`src/rtl/sr_ff_pkg.sv`:
```
// Shared types and next-state rule for the SR flip-flop bank.
// The conflict mode is a parameter so each bank resolves S=R=1 one fixed way.
package sr_ff_pkg;

   typedef enum logic [1:0] {
      SR_SET_DOM = 2'd0,
      SR_RST_DOM = 2'd1,
      SR_HOLD    = 2'd2,
      SR_TOGGLE  = 2'd3
   } sr_mode_e;

   // Next Q for one channel with the update enabled.
   function automatic logic sr_next(input logic q, input logic s, input logic r,
                                    input sr_mode_e mode);
      logic nq;
      nq = q;
      unique case ({s, r})
         2'b10:   nq = 1'b1;
         2'b01:   nq = 1'b0;
         2'b00:   nq = q;
         default: begin
            unique case (mode)
               SR_SET_DOM: nq = 1'b1;
               SR_RST_DOM: nq = 1'b0;
               SR_HOLD:    nq = q;
               SR_TOGGLE:  nq = ~q;
               default:    nq = q;
            endcase
         end
      endcase
      return nq;
   endfunction

endpackage

```
`src/rtl/sr_ff_cell.sv`:
```
// One SR channel: state bit, registered edge pulses and sticky conflict flag.
// The conflict output is combinational so the top can OR all channels this cycle.
module sr_ff_cell
   import sr_ff_pkg::*;
#(
   parameter sr_mode_e MODE = SR_SET_DOM
) (
   input  logic clk,
   input  logic rst,
   input  logic en,
   input  logic s,
   input  logic r,
   input  logic clr_conflict,
   output logic q,
   output logic q_rise,
   output logic q_fall,
   output logic conflict_sticky,
   output logic conflict
);

   logic q_next;

   assign conflict = en & s & r;
   assign q_next   = sr_next(q, s, r, MODE);

   // Pulses are computed from the pre-edge Q so reset never produces a fall.
   always_ff @(posedge clk) begin
      if (rst) begin
         q      <= 1'b0;
         q_rise <= 1'b0;
         q_fall <= 1'b0;
      end else if (en) begin
         q      <= q_next;
         q_rise <= ~q & q_next;
         q_fall <= q & ~q_next;
      end else begin
         q_rise <= 1'b0;
         q_fall <= 1'b0;
      end
   end

   // Clear first, then apply this cycle's conflict.
   always_ff @(posedge clk) begin
      if (rst) begin
         conflict_sticky <= 1'b0;
      end else if (clr_conflict) begin
         conflict_sticky <= conflict;
      end else if (conflict) begin
         conflict_sticky <= 1'b1;
      end
   end

endmodule

```
`src/rtl/sr_ff_bank.sv`:
```
// Bank of independent SR flip-flops with a shared saturating conflict counter.
// The counter advances once per cycle in which any channel conflicts.
module sr_ff_bank
   import sr_ff_pkg::*;
#(
   parameter int       CHANNELS = 8,
   parameter sr_mode_e MODE     = SR_SET_DOM,
   parameter int       CNT_W    = 8
) (
   input  logic                clk,
   input  logic                rst,
   input  logic [CHANNELS-1:0] S,
   input  logic [CHANNELS-1:0] R,
   input  logic                en,
   input  logic                clr_conflict,
   output logic [CHANNELS-1:0] Q,
   output logic [CHANNELS-1:0] Qn,
   output logic [CHANNELS-1:0] q_rise,
   output logic [CHANNELS-1:0] q_fall,
   output logic [CHANNELS-1:0] conflict_sticky,
   output logic [CNT_W-1:0]    conflict_cnt
);

   localparam logic [CNT_W-1:0] CNT_MAX = {CNT_W{1'b1}};
   localparam logic [CNT_W-1:0] CNT_ONE = CNT_W'(1);

   logic [CHANNELS-1:0] conflict;
   logic                any_conflict;

   for (genvar i = 0; i < CHANNELS; i++) begin : g_cell
      sr_ff_cell #(
         .MODE (MODE)
      ) u_cell (
         .clk             (clk),
         .rst             (rst),
         .en              (en),
         .s               (S[i]),
         .r               (R[i]),
         .clr_conflict    (clr_conflict),
         .q               (Q[i]),
         .q_rise          (q_rise[i]),
         .q_fall          (q_fall[i]),
         .conflict_sticky (conflict_sticky[i]),
         .conflict        (conflict[i])
      );
   end

   assign Qn           = ~Q;
   assign any_conflict = |conflict;

   // A clear concurrent with a conflict restarts the count at one.
   always_ff @(posedge clk) begin
      if (rst) begin
         conflict_cnt <= '0;
      end else if (clr_conflict) begin
         conflict_cnt <= any_conflict ? CNT_ONE : '0;
      end else if (any_conflict && (conflict_cnt != CNT_MAX)) begin
         conflict_cnt <= conflict_cnt + CNT_ONE;
      end
   end

endmodule

```
`config.mk`:
```
export PLATFORM = sky130hd
export DESIGN_NAME = sr_ff_bank
export DESIGN_NICKNAME = d
export VERILOG_FILES = /design/src/rtl/sr_ff_pkg.sv /design/src/rtl/sr_ff_cell.sv /design/src/rtl/sr_ff_bank.sv
export SDC_FILE = /design/constraint.sdc
export NUM_CORES = 1
export LEC_CHECK = 0
export ABC_AREA = 1
export CAP_MARGIN = 20
export CORE_MARGIN = 2
export CORE_UTILIZATION = 46
export CTS_BUF_LIST = sky130_fd_sc_hd__clkbuf_8
export DETAILED_ROUTE_END_ITERATION = 8
export GPL_ROUTABILITY_DRIVEN = 0
export GPL_TIMING_DRIVEN = 0
export PLACE_DENSITY = 0.82
export RECOVER_POWER = 25
export SLEW_MARGIN = 25
export SYNTH_ARGS = -nofsm -noshare
export SYNTH_HDL_FRONTEND = slang
export SYNTH_SLANG_ARGS = --single-unit
export TNS_END_PERCENT = 50
```
`constraint.sdc`:
```
create_clock -name clk -period 1.7 [get_ports clk]
set_input_delay 0.34 -clock clk [delete_from_list [all_inputs] [get_ports clk]]
set_output_delay 0.34 -clock clk [all_outputs]
set_load 0.1 [all_outputs]
```
==> results of run 1 <==
worst max path at each step:
stage               slack [ns]  cells after the start                             start            endpoint
global placement         -0.26                      2                g_cell[6].u_cell.q                Q[6]
CTS                      0.002                      2                g_cell[0].u_cell.q                Q[0]
detailed placement       -0.28                      2                g_cell[2].u_cell.q                Q[2]
floorplan                0.002                      5                   conflict_cnt[7]     conflict_cnt[0]
global route              0.02                      2  g_cell[4].u_cell.conflict_sticky  conflict_sticky[4]
finish                    0.08                      2  g_cell[2].u_cell.conflict_sticky  conflict_sticky[2]
stage by stage:
stage	power, mW	instances	hold slack, ns	worst slack [ns]
after floorplan	1.57	232	0.429	0.00175
after global placement	1.74	347	0.443	-0.261
after detailed placement	1.75	347	0.452	-0.275
after CTS	2.37	355	0.360	0.00212
after global routing	2.44	355	0.408	0.0176
final	2.35	355	0.391	0.0760
power breakdown:
part | internal (mW) | switching, mW | leakage (nW)
sequential | 0.973 | 0.0309 | 0.330
clock | 0.324 | 0.327 | 0.0510
combinational | 0.179 | 0.514 | 0.764
total | 1.48 | 0.872 | 1.15
placed cells by master (no fill, tap or decap), types with 2 or more instances in the layout:
| cell | Yosys | layout |
|---|---|---|
| clkbuf_2 | 0 | 2 |
| nand2_1 | 36 | 36 |
| o21ai_0 | 6 | 6 |
| nand2_2 | 7 | 7 |
| clkinv_2 | 0 | 2 |
| inv_1 | 25 | 26 |
| nor2_2 | 3 | 3 |
| dfxtp_2 | 0 | 5 |
| clkbuf_1 | 1 | 3 |
| nor2_1 | 13 | 13 |
| dfxtp_1 | 40 | 33 |
| dlygate4sd3_1 | 0 | 4 |
| o21ai_1 | 6 | 6 |
| clkbuf_8 | 0 | 6 |
| nand3_2 | 2 | 2 |
| o22ai_1 | 8 | 8 |
| nor3_1 | 9 | 9 |
| buf_4 | 32 | 51 |
| nand2_8 | 2 | 2 |
| a21oi_1 | 5 | 5 |
| nand2_4 | 2 | 2 |
| clkdlybuf4s50_1 | 0 | 13 |
| buf_2 | 3 | 5 |
| clkdlybuf4s15_2 | 0 | 25 |
| a21oi_2 | 6 | 6 |
| nand3_1 | 16 | 16 |
| dfxtp_4 | 0 | 2 |
metal layers:
layer | GRT usage, % | up-vias
met3 | 4.93 | 7
met2 | 34.3 | 47
met4 | 9.00 | 0
met5 | 0 | -
li1 | - | 851
met1 | 23.1 | 761
state kept, by name (all words and copies together), names as in the netlist:
name,cells
conflict_cnt,8
g_cell.u_cell.conflict_sticky,8
g_cell.u_cell.q,8
g_cell.u_cell.q_fall,8
g_cell.u_cell.q_rise,8
cells by family after synthesis:
logic type	synth area share, %
DFF	42.3
and+or+nand+nor	26.2
AOI/OAI and AO/OA	9.92
buffers and inverters	20.9
adders and majority gates	0.661
cell type report:
cell class,count,area share [%]
well taps,50,2.36
multi-input cells,126,26.2
flip-flops and latches,40,30.7
clock inverters,2,0.378
repair buffers,65,23.2
clock buffers,6,3.11
inverters,27,3.82
plain buffers,39,10.2
worst register-to-register path, delay by kind of cell, from the launching register on:
family,cells,cell delay (ns)
flip-flops,1,0.37
adder cells (fa/ha/maj),1,0.20
AO/OA/AOI/OAI,1,0.05
AND/OR/NAND/NOR,6,0.75
==> results.txt, run 1 <==
Status: complete, no violations
Largest net degree at the start of global routing: 13
Synth async-reset ratio: 0%
TritonCTS clock tree: yes
Clock root buffer: clkbuf_8
Post-DP HPWL: 3.13 mm
Vias in the first global route: 1,503
Dpl cell area: 2620 µm²
Antenna cells: 0
Post-synth top area cell: dfxtp_1
Sequential cell area: 815 µm²
Worst reg2reg path depth: 8
Hold_sp: rst
Post-synth net total: 253
Max rail drop VDD: 729 µV
Initial core utilization: 47.6%
Total global routing overflow: 0
Routed WL per cell: 11.9 µm
Antenna violations before repair: 0
Vias per std cell: 4.69
Critical Path AT: 1.28 ns
Maximum clock path buffer count: 2
Total GRT Usage: 19.9%
Initial DRC Count: 90
# IOs: 68
Pwr per Cell Area: 886 nW/µm²
Final-report max-slew violation count: 0
ANT nets after route: 0
Final setup violation count: 0
Post-route cell area: 2650 µm²
CP delay by family, top: buffers and inverters
Die area: 4640 µm²
Layout Utilization: 66.8%
Static leakage: 1.15 nW
Count leader, synth: dfxtp_1
Number of synthesized register bits: 40
Setup Fix Bufs, Post-CTS: 0
Clock Latency Late Sink: 0.30 ns
Number of synthesized flops with an enable pin: 0
Area grow syn2layout: 40.1%
Clock skew: 0.00596 ns
Crit-path slowest cell: clkdlybuf4s15_2
Relative slew slack: 62.6%
Pre-Repair DR Iteration Count: 4
Post-CTS sizing: 139
Worst EP required: 1.36 ns
Core box area: 3970 µm²
Worst setup SP type: flop
Port Buffers: 65
R2R Path End: conflict_cnt[0]
R2R Setup Slk: 0.21 ns
Top post-synthesis cells by area: dfxtp_1 (42%), buf_4 (13%), nand2_1 (7.1%)
Die Wd: 68.1 µm
Layout cells sized above 1: 40.3%
Top routing layer in use: met4
Synth Flop Type: dfxtp_1
H-tree Lvls: 2
DR DRC count: 0
Drt total wl: 4.21 mm
Vias: 1,666
Clk sink count: 40
CP bufs+invs: 2
CP endpoint kind: output port
Max stage delay on crit path: 0.54 ns
Mean Syn Cell Area: 8.15 µm²
Filler cells: 358
Worst slew pin tran: 0.563 ns
Cell Rows: 23
Final TNS setup: 0 ns
Met2 routed WL: 2.10 mm
Tcrit/Tclk final: 95.5%
Most frequent cells after synthesis: dfxtp_1 (40), nand2_1 (36), buf_4 (32)
Final hold vios: 0
# Max-Cap Violations: 0
Yosys top cell area share: 42.3%
Worst r2r src: conflict_cnt[0]
Post-synthesis cell type count: 28
Worst-case hold path end point: g_cell[3].u_cell.q
First-pass GRT wire length: 6.70 mm
Multi-input logic area: 696 µm²
Cells after Synth: 232
Hold Crit Class: in -> reg
RSZ-0062 raised after global routing: no
Synthesized area: 1890 µm²
Clock transition at the registers of the reported paths: 0.08 ns
Yosys Warn Count: 0
Crit Path Max Fanout: 2
Metal3 WL: 242 µm
Hold-fix buffers at CTS: 0
WS Path Type: reg -> out
Metal-1 WL: 1.79 mm
Critical path cell sequence: buf_4, clkdlybuf4s15_2
Num CTS Buffers: 5
Minimum clock period: 1.62 ns
Final nets: 325
Fmax: 616 MHz
Die Y-Extent: 68.1 µm
Hold Path Stages: 2
Post-synthesis sequential area ratio: 42.3%
Power figures use the tool's default switching activity.
==> run 2: changes to the inputs <==
Settings changed: GPL_ROUTABILITY_DRIVEN 0 to default.
Clock period 1.7 ns to 1.5 ns, I/O delays scaled along.
==> run 2 against run 1 <==
Compared with the run above: register-to-register slack got worse by 0.10 ns; via count rose by 2.5%; worst setup slack got worse by 0.023 ns; global-route usage rose by 0.33 points; critical endpoint unchanged; largest power group unchanged.
==> results.txt, run 2 (synthesized netlist as in run 1, its figures left out) <==
Sequential cell area: 826 µm² (+1.4%)
Tcrit/Tclk final: 96.5%
Worst reg2reg path depth: 8 (unchanged)
R2R Path End: conflict_cnt[0]
Top routing layer in use: met4
Pwr per Cell Area: 1040 nW/µm² (+17%)
Antenna cells: 0 (unchanged)
CP bufs+invs: 2 (unchanged)
Routed WL per cell: 12.6 µm (+5.9%)
# IOs: 68 (unchanged)
Clock Latency Late Sink: 0.29 ns (about the same)
Status: complete, no violations
Final TNS setup: 0 ns (unchanged)
Flop pwr share: 42.7% (about the same)
Clock transition at the registers of the reported paths: 0.08 ns (about the same)
Num CTS Buffers: 5 (unchanged)
Worst Setup EP: conflict_sticky[2]
Vias: 1,707 (+2.5%)
Multi-input logic area: 726 µm² (+4.3%)
Crit-path slowest cell: buf_2
Commonest non-fill, non-tap cell in the layout: buf_4
H-tree Lvls: 2 (unchanged)
Area grow syn2layout: 35.3%
R2R Setup Slk: 0.11 ns (-0.10 ns)
Initial DRC Count: 46 (-49%)
Fmax: 691 MHz
Setup Fix Bufs, Post-CTS: 0 (unchanged)
Vias per std cell: 4.81 (+2.5%)
Worst setup SP type: flop
Finished Layout Cells: 355 (unchanged)
Die area: 4640 µm² (unchanged)
Minimum clock period: 1.45 ns
Metal-1 WL: 1.75 mm (-2.0%)
Maximum clock path buffer count: 2 (unchanged)
Worst r2r src: conflict_cnt[1]
DR DRC count: 0 (unchanged)
Largest net degree at the start of global routing: 13 (unchanged)
Clock root buffer: clkbuf_8
Antenna violations before repair: 0 (unchanged)
Critical Path AT: 1.15 ns (-0.13 ns)
Worst EP required: 1.20 ns (-0.16 ns)
TritonCTS clock tree: yes
Relative slew slack: 63.4% (+0.72 points)
Max stage delay on crit path: 0.41 ns (-0.13 ns)
Most frequent cells in the layout: buf_4 (57), nand2_1 (36), dfxtp_1 (32)
Final hold vios: 0 (unchanged)
Cell Rows: 23 (unchanged)
Pre-Repair DR Iteration Count: 4 (unchanged)
Sw frac: 37.4% (+0.28 points)
Layout Utilization: 64.4% (-2.3 points)
Clock skew: 0.00195 ns (-0.00401 ns)
Metal3 WL: 401 µm (+66%)
Final nets: 325 (unchanged)
RSZ-0062 raised after global routing: no
RD Place Congestion: 0.744
Hold Crit Class: in -> reg
Hold-fix buffers at CTS: 0 (unchanged)
Critical path cell sequence: buf_4, buf_2
Placed cells: 347 (unchanged)
Drt total wl: 4.46 mm (+5.9%)
ANT nets after route: 0 (unchanged)
Final-report max-slew violation count: 0 (unchanged)
Met2 routed WL: 2.20 mm (+4.5%)
Power share of the combinational group: 29.4% (about the same)
Die Wd: 68.1 µm (unchanged)
Worst slew pin tran: 0.550 ns (-0.0134 ns)
Vias in the first global route: 1,475 (-1.9%)
Layout cells sized above 1: 41.6% (+1.3 points)
# Max-Cap Violations: 0 (unchanged)
Post-DP HPWL: 3.27 mm (+4.2%)
CP endpoint kind: output port
Port Buffers: 65 (unchanged)
Final setup violation count: 0 (unchanged)
Crit path launch: g_cell[2].u_cell.conflict_sticky
Core box area: 3970 µm² (unchanged)
Die Y-Extent: 68.1 µm (unchanged)
Clk pwr share: 27.8% (about the same)
Total global routing overflow: 0 (unchanged)
WS Path Type: reg -> out
Initial core utilization: 47.6% (unchanged)
Filler cells: 372 (+3.9%)
Crit Path Max Fanout: 2 (unchanged)
Psw: 993 µW (+14%)
Static leakage: 1.16 nW (+0.89%)
Clk sink count: 40 (unchanged)
Int Pwr: 1.66 mW (+13%)
CP delay by family, top: buffers and inverters
Total GRT Usage: 20.2% (+0.33 points)
Max rail drop VDD: 724 µV (-0.75%)
First-pass GRT wire length: 6.84 mm (+2.1%)
Cell depth of the worst setup path: 2 (unchanged)
## run 2: cell types whose count changed in the layout (fill, tap and decap cells not counted), moves of 4 or more
cell | before | now
dfxtp_4 | 2 | 6
clkdlybuf4s50_1 | 13 | 17
buf_4 | 51 | 57
clkdlybuf4s15_2 | 25 | 0
buf_2 | 5 | 25
dlygate4sd3_1 | 4 | 0
## run 2: per-stage QoR
step | hold slack [ns] | total power [mW] | cell area [µm²] | setup slack [ns]
after global placement | 0.440 | 1.97 | 2660 | -0.425
after global routing | 0.321 | 2.75 | 2560 | 0.0123
after CTS | 0.319 | 2.67 | 2580 | 0.00305
final | 0.318 | 2.65 | 2560 | 0.0529
after detailed placement | 0.449 | 1.98 | 2660 | -0.435
after floorplan | 0.429 | 1.78 | 1950 | -0.0465
## run 2: how the worst min path moves through the flow
stage | from | to | cells after the start
CTS | en | g_cell[4].u_cell.conflict_sticky | 3
finish | en | g_cell[4].u_cell.conflict_sticky | 3
global placement | g_cell[0].u_cell.conflict_sticky | g_cell[0].u_cell.conflict_sticky | 2
floorplan | g_cell[0].u_cell.conflict_sticky | g_cell[0].u_cell.conflict_sticky | 2
detailed placement | g_cell[3].u_cell.conflict_sticky | g_cell[3].u_cell.conflict_sticky | 2
global route | en | g_cell[5].u_cell.conflict_sticky | 3
## run 2: layout make-up
type                            instances  area share, %
Clock inverter                          2          0.391
Timing Repair Buffer                   65           18.5
Clock buffer                            6           3.23
Sequential cell                        40           32.3
Multi-Input combinational cell        126           28.4
Inverter                               27           3.96
Tap cell                               50           2.44
Buffer                                 39           10.9
## run 2: tightest hold or removal path: stages
cell and delay, ns:
buf_6 0.12, nand3_1 0.08, a21oi_1 0.06
## run 2: layer usage
layer	vias up	global-route usage [%]
li1	855	-
met1	776	23.2
met2	66	32.8
met3	10	7.40
met4	0	10.5
met5	-	0
## run 2: timing repair
action,CTS,global route
resized for setup,232,7
hold endpoints to repair,0,0
setup endpoints to repair,48,9
## run 2: power groups by stage
stage	Combinational, mW	Clock (mW)	Sequential [mW]
after floorplan	0.579	0	1.20
after global placement	0.813	0	1.16
after detailed placement	0.822	0	1.16
after CTS	0.789	0.750	1.13
after global routing	0.815	0.795	1.14
final	0.781	0.738	1.13
